$ cat src/rtl/word_scroller_if.sv
// ============================================================================
// word_scroller_if : valid/ready ASCII character stream into the scroller
// Rev 1.0
// ============================================================================
`default_nettype none

interface word_scroller_if;
  logic [7:0] char_in;
  logic       char_valid;
  logic       char_last;
  logic       char_ready;

  modport master (
    output char_in,
    output char_valid,
    output char_last,
    input  char_ready
  );

  modport slave (
    input  char_in,
    input  char_valid,
    input  char_last,
    output char_ready
  );
endinterface

`default_nettype wire

$ cat src/rtl/word_scroller.sv
// ============================================================================
// word_scroller : buffers an ASCII message and scrolls it right-to-left
// across DIGITS display positions, one character per TICKDIV cycles.
// Rev 1.0
// ============================================================================
`default_nettype none

module word_scroller #(
  parameter int DIGITS  = 4,
  parameter int MAXLEN  = 16,
  parameter int TICKDIV = 25_000_000
) (
  input  logic                  clk,
  input  logic                  rst,
  input  logic                  clear,
  word_scroller_if.slave        chr,
  input  logic                  pause,
  output logic [8*DIGITS-1:0]   digit_chars,
  output logic                  scrolling,
  output logic                  step_pulse
);

  localparam int LW = $clog2(MAXLEN + DIGITS + 1);
  localparam int IW = LW + 1;
  localparam int TW = $clog2(TICKDIV);
  localparam int AW = (MAXLEN > 1) ? $clog2(MAXLEN) : 1;

  localparam logic [LW-1:0] C_MAXLEN    = LW'(MAXLEN);
  localparam logic [LW-1:0] C_DIGITS    = LW'(DIGITS);
  localparam logic [TW-1:0] C_TICK_LAST = TW'(TICKDIV - 1);
  localparam logic [7:0]    C_BLANK     = 8'h20;

  typedef enum logic [1:0] {
    IDLE   = 2'd0,
    LOAD   = 2'd1,
    SCROLL = 2'd2
  } state_t;

  state_t          state;
  logic [LW-1:0]   len;
  logic [LW-1:0]   offset;
  logic [TW-1:0]   tick_cnt;
  logic [7:0]      msg_buf [MAXLEN];

  logic            accept;
  logic [LW-1:0]   len_next;
  logic [LW-1:0]   period;
  logic            commit;

  assign chr.char_ready = (state != SCROLL);
  assign scrolling      = (state == SCROLL);
  assign accept         = chr.char_valid && (state != SCROLL);
  assign len_next       = len + LW'(1);
  assign period         = len + C_DIGITS;
  // A full buffer commits even without the last-character marker.
  assign commit         = chr.char_last || (len_next == C_MAXLEN);

  // Message storage has no reset; only entries below len are ever shown.
  always_ff @(posedge clk) begin
    if (accept) begin
      msg_buf[len[AW-1:0]] <= chr.char_in;
    end
  end

  always_ff @(posedge clk) begin
    if (rst || clear) begin
      state      <= IDLE;
      len        <= '0;
      offset     <= '0;
      tick_cnt   <= '0;
      step_pulse <= 1'b0;
    end else begin
      step_pulse <= 1'b0;
      case (state)
        IDLE, LOAD: begin
          if (accept) begin
            len <= len_next;
            if (commit) begin
              state    <= SCROLL;
              offset   <= '0;
              tick_cnt <= '0;
            end else begin
              state    <= LOAD;
            end
          end
        end
        SCROLL: begin
          if (!pause) begin
            if (tick_cnt == C_TICK_LAST) begin
              tick_cnt   <= '0;
              step_pulse <= 1'b1;
              offset     <= (offset == period - LW'(1)) ? '0 : offset + LW'(1);
            end else begin
              tick_cnt   <= tick_cnt + TW'(1);
            end
          end
        end
        default: begin
          state <= IDLE;
        end
      endcase
    end
  end

  // Window index into the virtual string: leading DIGITS blanks, then the
  // message. offset+k stays below 2*period, so one conditional subtract wraps it.
  for (genvar k = 0; k < DIGITS; k++) begin : g_digit
    logic [IW-1:0] raw;
    logic [IW-1:0] idx;
    logic [AW-1:0] pos;

    assign raw = IW'(offset) + IW'(k);
    assign idx = (raw >= IW'(period)) ? raw - IW'(period) : raw;
    assign pos = AW'(idx - IW'(DIGITS));
    assign digit_chars[8*(DIGITS-k)-1 -: 8] =
      (scrolling && (idx >= IW'(DIGITS))) ? msg_buf[pos] : C_BLANK;
  end

endmodule

`default_nettype wire

$ cat src/flat_wrapper.sv
// flat-port wrapper written by rule: the top's interface ports become plain ports
module word_scroller_flat 
#(
  parameter int DIGITS  = 4,
  parameter int MAXLEN  = 16,
  parameter int TICKDIV = 25_000_000
)
  (clk, rst, clear, pause, digit_chars, scrolling, step_pulse, chr_char_in, chr_char_valid, chr_char_last, chr_char_ready);
  word_scroller_if chr_i ();
  input  logic clk;
  input  logic rst;
  input  logic clear;
  input  logic pause;
  output logic [8*DIGITS-1:0] digit_chars;
  output logic scrolling;
  output logic step_pulse;
  input wire logic [$bits(chr_i.char_in)-1:0] chr_char_in;
  input wire logic [$bits(chr_i.char_valid)-1:0] chr_char_valid;
  input wire logic [$bits(chr_i.char_last)-1:0] chr_char_last;
  output wire logic [$bits(chr_i.char_ready)-1:0] chr_char_ready;
  assign chr_i.char_in = chr_char_in;
  assign chr_i.char_valid = chr_char_valid;
  assign chr_i.char_last = chr_char_last;
  assign chr_char_ready = chr_i.char_ready;
  word_scroller #(.DIGITS(DIGITS), .MAXLEN(MAXLEN), .TICKDIV(TICKDIV)) u_core (.clk(clk), .rst(rst), .clear(clear), .chr(chr_i), .pause(pause), .digit_chars(digit_chars), .scrolling(scrolling), .step_pulse(step_pulse));
endmodule
$ cat config.mk
export PLATFORM = sky130hd
export DESIGN_NAME = word_scroller_flat
export DESIGN_NICKNAME = d
export VERILOG_FILES = /design/src/rtl/word_scroller_if.sv /design/src/rtl/word_scroller.sv /design/src/flat_wrapper.sv
export SDC_FILE = /design/constraint.sdc
export NUM_CORES = 1
export LEC_CHECK = 0
export ABC_AREA = 1
export CORE_MARGIN = 2
export CORE_UTILIZATION = 29
export DETAILED_ROUTE_END_ITERATION = 8
export PLACE_DENSITY_LB_ADDON = 0.1
export SETUP_SLACK_MARGIN = 0.5
export SLEW_MARGIN = 20
export SYNTH_ARGS = -nofsm -noshare
export SYNTH_HDL_FRONTEND = slang
export SYNTH_SLANG_ARGS = --single-unit
$ cat constraint.sdc
create_clock -name clk -period 4.64 [get_ports clk]
set_input_delay 0.464 -clock clk [delete_from_list [all_inputs] [get_ports clk]]
set_output_delay 0.464 -clock clk [all_outputs]
set_load 0.02 [all_outputs]
==> results.md <==
* Final GP Congestion at around 0.9
* Layout cells sized above 1 at 0.200
* Final Core Density at 0.375
* Vias in the first global route at ~14k
* DRC at 0
* Ports at 49
* CTS root buf: clkbuf_16
* Die W at between 200 and 250 um
* Synth Area per Inst at around 7 um2
* Setup violators final at 0
* Worst IR Drop VDD at 234 uV
* Hold Path Sink: u_core.tick_cnt[23]$_SDFFE_PP0P_
* Site Rows at ~80
* Detailed placement HPWL at 37300 um
* Worst r2r src: u_core.tick_cnt[0]$_SDFFE_PP0P_
* CP max FO at 25
* CTS Hold Buffers Added at 0
* Pre-CTS WS at -112 ps
* Max Cap Viol at 0
* Status: completed
* Least-Margin Pin Slew at between 1000 and 1500 ps
* Dpl cells at between 2k and 3k
* Syn Std Cell Area at roughly 13000 um2
* WP data required at 4180 ps
* Worst setup SP type: register
* Worst clock skew at approximately 11 ps
* Drt first-iter violations at between 1.5k and 2k
* Total iterations of the first detailed-routing run at 6
* Commonest non-fill, non-tap cell in the layout: nand2_1
* Final Max Tran Viols at 0
* H-tree Lvls at 4
* CTS tree: done
* Worst Slack Setup Final at 553 ps
* Final #Nets at 2117
* Tmin final at around 4100 ps
* Fin cells at about 2.7k
* Vias per inst at 5.33
* Final worst path period share at 0.881
* Core Region at 45300 um2
* Top cells by area, synth: edfxtp_1 (29%), nand2_1 (19%), nand3_1 (17%), dfxtp_1 (5.7%), ha_1 (4.0%)
* Mapped Cells at 1943
* Critical path endpoint category: output port
* CTS Sinks at 166
* Reg2Reg Setup Slack at 1840 ps
* Ys Warns at 0
* Largest net degree at the start of global routing at 50
* Power density cells at roughly 320 nW/um2
* Die Y at around 220 um
* Fin Setup TNS at 0 ps
* Via count at ~14k
* Hold Path Depth at 2
* Initial Utilization at 0.293
* Synth Register Bits at roughly 170
* R2R Path End: u_core.tick_cnt[5]$_SDFFE_PP0P_
* CTS buffer count at 17
* Post-Syn Nets at around 2.0k
* Leak pwr at ~0.007 uW
* First-pass GRT wire length at between 80000 and 90000 um
* Die area at 47500 um2
* Hold Crit Start: u_core.tick_cnt[23]$_SDFFE_PP0P_
* Post-synth top flop: edfxtp_1
* Post-synthesis cell type count at 48
* Setup CP Type: reg -> out
* Hold Violations, Final at 0
* Port Buffers at between 40 and 50
* Final wirelength at approximately 60000 um
* Initial antenna violation count at 0
* Worst skew pair latency at 490 ps
* WL per Instance at between 20 and 25 um
* Seq/Total Area, Yosys at 0.347
* Synth area leader: edfxtp_1
* Synth top area share at 0.290
* Most frequent cells in the layout: nand2_1 (649), nand3_1 (435), edfxtp_1 (128)
* GRT Total Usage at 0.249
* Slew headroom at 0.285
* DRT antenna net count at 0
* ANT cells at 0
* Area delta synth->final at 28.2%
* GRT overflow at 0
* Fmax at between 200 and 250 MHz
* Post-synth ARST share at 0
* R2R cell count at 11
* Hold Crit Class: reg -> reg
* Crit path arrival time at about 3600 ps
* Post-synth EDFFs at around 130
* Clock transition at path regs at around 70 ps
* RSZ-0062 raised after global routing: yes
* Max Buffers Root-to-Sink at 2
registers in the layout, indices dropped and copies added, names as in the netlist:
signal             count
u_core.state           2
u_core.len             5
u_core.tick_cnt       25
u_core.step_pulse      1
u_core.offset          5
u_core.msg_buf       128
logic make-up (layout without fill, tap and decap cells):
family                     Yosys count  count (layout)  synth area share
AOI/OAI and AO/OA                  117             117            0.0533
and+or+nand+nor                   1344            1347             0.444
DFF                                166             166             0.347
xor gates and xnor gates            35              35            0.0231
adders and majority gates           46              46            0.0457
muxes                                1               1          0.000755
buffers and inverters              234             358            0.0858
metrics by stage:
stage | area, um2 | hold slack [ps] | power (uW)
after CTS | 16200 | 499 | 5310
after global placement | 14700 | 481 | 3680
after floorplan | 13300 | 459 | 2910
final | 17000 | 493 | 5520
after global routing | 17000 | 539 | 5780
after detailed placement | 14700 | 489 | 3670
area by class of cell:
type | instances | area, um2
Multi-Input combinational cell | 1546 | 8470
Tap cell | 600 | 751
Sequential cell | 166 | 4630
Clock buffer | 18 | 429
Timing Repair Buffer | 200 | 2120
Fill cell | 4731 | 28300
Inverter | 126 | 497
Clock inverter | 14 | 111
synth_stat cells, types with 2 or more instances:
| cell | instances |
|---|---|
| a21o_1 | 3 |
| a21oi_1 | 55 |
| a31oi_1 | 5 |
| and3_1 | 3 |
| buf_2 | 57 |
| buf_4 | 29 |
| buf_6 | 10 |
| clkbuf_1 | 10 |
| clkinv_1 | 4 |
| dfxtp_1 | 38 |
| edfxtp_1 | 128 |
| fa_1 | 4 |
| ha_1 | 42 |
| inv_1 | 116 |
| inv_2 | 5 |
| nand2_1 | 677 |
| nand2_2 | 13 |
| nand2_4 | 6 |
| nand3_1 | 457 |
| nand4_1 | 26 |
| nor2_1 | 109 |
| nor2_2 | 2 |
| nor2_4 | 3 |
| nor3_1 | 35 |
| nor3b_1 | 4 |
| nor4_1 | 3 |
| o211ai_1 | 8 |
| o21ai_0 | 23 |
| o21ai_1 | 2 |
| o21ai_2 | 13 |
| or2_2 | 3 |
| xnor2_1 | 12 |
| xor2_1 | 23 |
report_power, final:
group	total, uW	leakage, uW	internal, uW	switching [uW]
sequential	1630	0.00147	1620	16.9
clock	1380	0.000247	727	651
combinational	2510	0.00516	900	1610
worst max-delay path: stages, from the launching register on:
cell and delay, ps:
dfxtp_4 360, buf_6 130, ha_4 160, nand2_2 80
o21ai_2 70, a21oi_2 220, ha_4 260, nand2_2 70
inv_2 30, nand2_2 60, nand3_2 70, nand2_2 90
nand2_4 70, buf_12 160, buf_4 150, nand2_1 90
o21ai_4 100, buf_12 180, nand3_1 100, nand3_1 120
nand3_1 160, nand2_4 70, nor2_4 160, buf_6 140
timing repair:
action                     in CTS  in global routing
pin swaps                      26                 46
cloned                          8                  5
setup endpoints to repair      32                 32
setup buffers                  40                 21
gates resized for setup       240                155
layer usage:
metal,vias up,track usage,part of all wire
li1,6725,-,-
met1,6795,0.329,0.42
met2,622,0.409,0.47
met3,87,0.0402,0.079
met4,0,0.0968,0.027
met5,-,0,0
worst max path at each step:
stage	startpoint	end	depth (start not counted)	slack, ps
after floorplan	u_core.offset[1]$_SDFFE_PP0P_	digit_chars[16]	15	600
after global placement	u_core.offset[1]$_SDFFE_PP0P_	digit_chars[2]	20	-20
after detailed placement	u_core.offset[1]$_SDFFE_PP0P_	digit_chars[21]	19	-110
after CTS	u_core.offset[1]$_SDFFE_PP0P_	digit_chars[21]	18	440
after global routing	u_core.offset[2]$_SDFFE_PP0P_	digit_chars[2]	24	440
final	u_core.offset[2]$_SDFFE_PP0P_	digit_chars[2]	23	550
Note: power is estimated with default switching activity, not from simulation.
